**config.mk**
```make
export PLATFORM = sky130hd
export DESIGN_NAME = if_stage_bp
export DESIGN_NICKNAME = d
export VERILOG_FILES = /design/src/rtl/if_stage_bp.sv
export SDC_FILE = /design/constraint.sdc
export NUM_CORES = 2
export LEC_CHECK = 0
export ABC_AREA = 1
export CAP_MARGIN = 25
export CORE_ASPECT_RATIO = 1.5
export CORE_MARGIN = 2
export CORE_UTILIZATION = 45
export CTS_BUF_LIST = sky130_fd_sc_hd__clkbuf_4
export DETAILED_ROUTE_END_ITERATION = 10
export PLACE_DENSITY = 0.71
export SYNTH_ARGS = -nofsm -noshare
export SYNTH_HDL_FRONTEND = slang
export SYNTH_SLANG_ARGS = --single-unit
export TNS_END_PERCENT = 1
```
**constraint.sdc**
```tcl
create_clock -name clk_i -period 8.15 [get_ports clk_i]
set_input_delay 0.815 -clock clk_i [delete_from_list [all_inputs] [get_ports clk_i]]
set_output_delay 0.815 -clock clk_i [all_outputs]
set_load 0.02 [all_outputs]
```
**src/rtl/if_stage_bp.sv**
```systemverilog
// if_stage_bp: instruction-fetch stage with a direct-mapped BTB and 2-bit counter branch prediction
//   clk_i             Clock, rising edge
//   rst_i             Reset, synchronous active-high
//   write_enable_i    WriteEnable: 1 = advance PC and IF/ID, 0 = stall
//   fetch_addr_o      FetchAddr: current PC, drives instruction memory address
//   instr_i           InstrIn: instruction read combinationally at fetch_addr_o
//   jump_i/jump_dest_i          Jump / JumpDest from decode
//   redirect_i/redirect_pc_i    Redirect / RedirectPC from execute
//   resolve_*_i       ResolveValid/PC/Taken/Target: branch outcome from execute
//   instruction_o, pc_o, pred_taken_o, pred_target_o, valid_o: IF/ID register outputs
module if_stage_bp #(
  parameter int ADDR_W = 32,
  parameter int INSTR_W = 32,
  parameter int BTB_ENTRIES = 16,
  parameter logic [ADDR_W-1:0] RESET_PC = '0
) (
  input  logic               clk_i,
  input  logic               rst_i,
  input  logic               write_enable_i,
  output logic [ADDR_W-1:0]  fetch_addr_o,
  input  logic [INSTR_W-1:0] instr_i,
  input  logic               jump_i,
  input  logic [ADDR_W-1:0]  jump_dest_i,
  input  logic               redirect_i,
  input  logic [ADDR_W-1:0]  redirect_pc_i,
  input  logic               resolve_valid_i,
  input  logic [ADDR_W-1:0]  resolve_pc_i,
  input  logic               resolve_taken_i,
  input  logic [ADDR_W-1:0]  resolve_target_i,
  output logic [INSTR_W-1:0] instruction_o,
  output logic [ADDR_W-1:0]  pc_o,
  output logic               pred_taken_o,
  output logic [ADDR_W-1:0]  pred_target_o,
  output logic               valid_o
);
  localparam int IDX_W = $clog2(BTB_ENTRIES);
  localparam int TAG_W = ADDR_W - IDX_W - 2;

  logic              btb_v_q   [BTB_ENTRIES];
  logic [TAG_W-1:0]  btb_tag_q [BTB_ENTRIES];
  logic [ADDR_W-1:0] btb_tgt_q [BTB_ENTRIES];
  logic [1:0]        btb_ctr_q [BTB_ENTRIES];

  logic [ADDR_W-1:0]  pc_q, pc_d;
  logic [INSTR_W-1:0] instr_q, instr_d;
  logic [ADDR_W-1:0]  pc_out_q, pc_out_d;
  logic               pt_q, pt_d;
  logic [ADDR_W-1:0]  ptgt_q, ptgt_d;
  logic               valid_q, valid_d;

  logic [IDX_W-1:0]  l_idx, r_idx;
  logic [TAG_W-1:0]  l_tag, r_tag;
  logic              l_hit, r_hit, pred_taken, flush;
  logic [ADDR_W-1:0] pred_next;
  logic [1:0]        ctr_upd;
  logic              unused_lsb;

  assign unused_lsb = ^resolve_pc_i[1:0];

  assign l_idx = pc_q[IDX_W+1:2];
  assign l_tag = pc_q[ADDR_W-1:IDX_W+2];
  assign l_hit = btb_v_q[l_idx] && btb_tag_q[l_idx] == l_tag;
  assign pred_taken = l_hit && btb_ctr_q[l_idx][1];
  assign pred_next = pred_taken ? btb_tgt_q[l_idx] : pc_q + ADDR_W'(4);

  assign r_idx = resolve_pc_i[IDX_W+1:2];
  assign r_tag = resolve_pc_i[ADDR_W-1:IDX_W+2];
  assign r_hit = btb_v_q[r_idx] && btb_tag_q[r_idx] == r_tag;

  // Saturating counter step for the resolving entry
  always_comb begin
    ctr_upd = btb_ctr_q[r_idx];
    if (resolve_taken_i && ctr_upd != 2'b11) ctr_upd = ctr_upd + 2'd1;
    else if (!resolve_taken_i && ctr_upd != 2'b00) ctr_upd = ctr_upd - 2'd1;
  end

  assign flush = redirect_i || jump_i;

  // Redirect and Jump win over a stall; a stall only holds the sequential path
  always_comb begin
    pc_d     = redirect_i ? redirect_pc_i : jump_i ? jump_dest_i : !write_enable_i ? pc_q : pred_next;
    instr_d  = flush ? '0 : !write_enable_i ? instr_q : instr_i;
    pc_out_d = flush ? '0 : !write_enable_i ? pc_out_q : pc_q;
    pt_d     = flush ? 1'b0 : !write_enable_i ? pt_q : pred_taken;
    ptgt_d   = flush ? '0 : !write_enable_i ? ptgt_q : pred_next;
    valid_d  = flush ? 1'b0 : !write_enable_i ? valid_q : 1'b1;
  end

  always_ff @(posedge clk_i) begin
    if (rst_i) begin
      pc_q     <= RESET_PC;
      instr_q  <= '0;
      pc_out_q <= '0;
      pt_q     <= 1'b0;
      ptgt_q   <= '0;
      valid_q  <= 1'b0;
    end else begin
      pc_q     <= pc_d;
      instr_q  <= instr_d;
      pc_out_q <= pc_out_d;
      pt_q     <= pt_d;
      ptgt_q   <= ptgt_d;
      valid_q  <= valid_d;
    end
  end

  // BTB update is independent of stall/flush; a miss allocates only on taken
  always_ff @(posedge clk_i) begin
    if (rst_i) begin
      for (int i = 0; i < BTB_ENTRIES; i++) begin
        btb_v_q[i]   <= 1'b0;
        btb_tag_q[i] <= '0;
        btb_tgt_q[i] <= '0;
        btb_ctr_q[i] <= 2'b01;
      end
    end else if (resolve_valid_i) begin
      if (r_hit) begin
        btb_ctr_q[r_idx] <= ctr_upd;
        if (resolve_taken_i) btb_tgt_q[r_idx] <= resolve_target_i;
      end else if (resolve_taken_i) begin
        btb_v_q[r_idx]   <= 1'b1;
        btb_tag_q[r_idx] <= r_tag;
        btb_tgt_q[r_idx] <= resolve_target_i;
        btb_ctr_q[r_idx] <= 2'b10;
      end
    end
  end

  assign fetch_addr_o  = pc_q;
  assign instruction_o = instr_q;
  assign pc_o          = pc_out_q;
  assign pred_taken_o  = pt_q;
  assign pred_target_o = ptgt_q;
  assign valid_o       = valid_q;
endmodule

```
==> metrics <==
synth warn=0; largest family of logic cells by synthesized area=simple AND/OR/NAND/NOR gates; Sw Ratio=0.294; Design Area, Final=62100 um2; Cells after Synth=slightly above 6000; P&R area growth vs syn=13.5%; worst hold path class=in2reg; RSZ-0062 raised after global routing=false; Final Hold Fails=0; Setup Viol. Count Final=0; initial core utilization=0.453; H-Tree Level Count=5; critical path fanouts, max=around 150; Tightest Pin Transition=1.09 ns; CP max-delay cell=nand2_2; Tot GR Track Use=0.321; hold slack final=0.128 ns; core footprint=121000 um2; Die W=between 200 and 300 um; non-filler cells, final=roughly 8200; Critical Path RT=9.21 ns; layout cell share with drive strength beyond 1=0.0927; ys async rst share=0; Synth Area in Compound Gates=0.118; cts bufs inserted=~290; power share of the combinational group=0.146; max_slew headroom=0.275; Clock power frac=0.351; die area=between 100000 and 150000 um2; Fin Clk Skew=0.170 ns; P_leak=24.8 nW; Post-synth EDFFs=960; post-CTS setup buffer count=0; cts repair resizes=0; critical path startpoint category=flip-flop; cell mode on critical path=nand2_1; row count=156; Critical Setup Path Class=reg2reg; Post-Synth Simple-Gate Area=0.217; vias=approximately 50000; CP max stage delay=between 0.7 and 0.8 ns; Arr. time, crit path=around 6.6 ns; CTS Root Cell=clkbuf_4; synthesized cell area=54700 um2; Overall Power=13.1 mW; Nets=around 6600; DRT Pass-1 Iters=7; I/O pin count=297; worst slack at placement=2.12 ns; # hold bufs at CTS=0; worst setup margin=2.58 ns; Critical Path End Type=flip-flop; Util after Layout=0.515; DRC=0; port bufs=294; pin count of the biggest net entering global routing=150; Final ANT Viol Nets=0; Seq/Total Area, Yosys=0.582; Placed Area=between 50000 and 60000 um2; worst-case clock buffer depth=4; Top FF cell, synth=edfxtp_1; first-pass GRT wire length=slightly below 300 mm; Iter 0 DRT Violations=7183; total congestion overflow=0; Max Clock Freq=between 0.15 and 0.2 GHz; Int Power=roughly 9 mW; status=finished clean; TritonCTS clock tree=done; Slew Viols, Final=0; post-DR vias/cell=~6; setup TNS=0 ns; critical path's top delay family=simple AND/OR/NAND/NOR gates; Cell Pwr Density=211 nW/um2; vias in the first global route=~47000; Final Cycle Share=0.684; Adder-Cell Fraction of Synth Area=0.000687; RD Place Congestion=0.946; XOR/XNOR share of the synthesized area=0.00593; syn avg cell area=8.79 um2; final wirelength=204 mm; mux contribution to synthesized area=0; sequential group share of total power=0.503; initial antenna violation count=6; clock latency on the worst-skew pair=1.27 ns; P_sw=3.86 mW; synthesis-stage register bit count=roughly 1100; peak supply drop=0.000134 V; Die Y=431 um; worst-path cell chain=buf_12 > nor2_1 > nor2_1 > o21ai_0 > nand3_1 > nand3_1 > nand2_1 > nand2_1 > nand2_1 > nand2_1 > nor2_1 > nand2_1 > nor2_2 > nand2_2 > o21ai_1 > nand2_1 > nand2_1 > a21oi_1; synth unique cells=between 40 and 50; HPWL Detailed=~120 mm; number of max-cap violations=0; WL per Instance=24.9 um; Period minus WS final=5.57 ns; # clock sinks=~1100; placed insts=7727; CP Buf/Inv Count=1; Clock transition at path regs=0.07 ns; Syn Nets=approximately 6400
## layer usage
| layer | up-vias | global-route usage | wire length (um) |
|---|---|---|---|
| met2 | 3939 | 0.491 | 91900 |
| met3 | 934 | 0.0780 | 26600 |
| li1 | 21531 | - | - |
| met1 | 23095 | 0.388 | 67800 |
| met5 | - | 0 | 17 |
| met4 | 2 | 0.248 | 17800 |
## worst min-delay path, cell delays in order
cell     delay (ns)
buf_4          0.30
nand2_1        0.13
a21oi_1        0.06
## cells in the final DEF, fill, tap and decap left out, drive strengths merged, types with 16 or more instances in the layout
cell | netlist | final
clkbuf | 294 | 398
o21ai | 506 | 506
o22ai | 206 | 206
a21oi | 189 | 189
nor2 | 1410 | 1410
buf | 191 | 126
o221ai | 75 | 75
dfxtp | 150 | 150
a22oi | 47 | 47
xor2 | 36 | 36
clkinv | 12 | 83
edfxtp | 960 | 960
nand2 | 1042 | 1042
inv | 518 | 529
clkdlybuf4s50 | 0 | 292
nand3 | 448 | 448
a31oi | 16 | 16
o211ai | 65 | 65
## cells in the mapped netlist, drive strengths merged, types with 36 or more instances
| library cell | n | area, um2 |
|---|---|---|
| o22ai | 206 | 1290 |
| a21oi | 189 | 957 |
| xor2 | 36 | 315 |
| clkbuf | 294 | 1100 |
| o211ai | 65 | 488 |
| buf | 191 | 1050 |
| nor2 | 1410 | 5310 |
| a22oi | 47 | 353 |
| nand3 | 448 | 2400 |
| edfxtp | 960 | 28800 |
| nand2 | 1042 | 3930 |
| o21ai | 506 | 2530 |
| dfxtp | 150 | 3000 |
| o221ai | 75 | 657 |
| inv | 518 | 1940 |
## area by class of cell
cell class                 instances  area (um2)
fill                           10984       58500
sequential                      1110       31800
multi-input combinational       4092       18800
timing repair buffer             419        4140
clock buffer                     397        2980
inverter                         530        2010
tap                             1580        1980
clock inverter                    83         349
antenna                            8        20.0
## kinds of logic after synthesis
logic type,count (synthesis)
AO/OA/AOI/OAI,1114
flip-flops,1110
buffers and inverters,1015
adder cells (fa/ha/maj),3
XOR/XNOR,37
AND/OR/NAND/NOR,2938
## registers in the layout, indices dropped and copies added, names as in the netlist, named ones only
| signal | flops |
|---|---|
| instruction_o | 32 |
| pred_taken_o | 1 |
| valid_o | 1 |
| btb_ctr_q | 32 |
| fetch_addr_o | 32 |
| btb_tag_q | 416 |
| btb_v_q | 16 |
| btb_tgt_q | 512 |
| pc_o | 32 |
| pred_target_o | 32 |
## power by group through the flow
stage / registers (mW) / logic [mW] / clock network [mW]
floorplan: 6.66 / 1.09 / 0
global placement: 6.70 / 1.78 / 0
detailed placement: 6.71 / 1.82 / 0
CTS: 6.59 / 1.83 / 4.61
global route: 6.62 / 2.01 / 4.88
finish: 6.60 / 1.91 / 4.59
## final timing paths
| path | endpoint | depth (start not counted) | start | slack [ns] |
|---|---|---|---|---|
| worst max-delay path | fetch_addr_o[12] | 18 | flip-flop | 2.58 |
| worst min-delay path | pc_o[1] | 3 | write_enable_i | 0.13 |
| worst max register to register | fetch_addr_o[12] | 18 | flip-flop | 2.58 |
| worst min register to register | pc_o[28] | 2 | pc_o[28] | 0.46 |
Note: power is estimated with default switching activity, not from simulation.
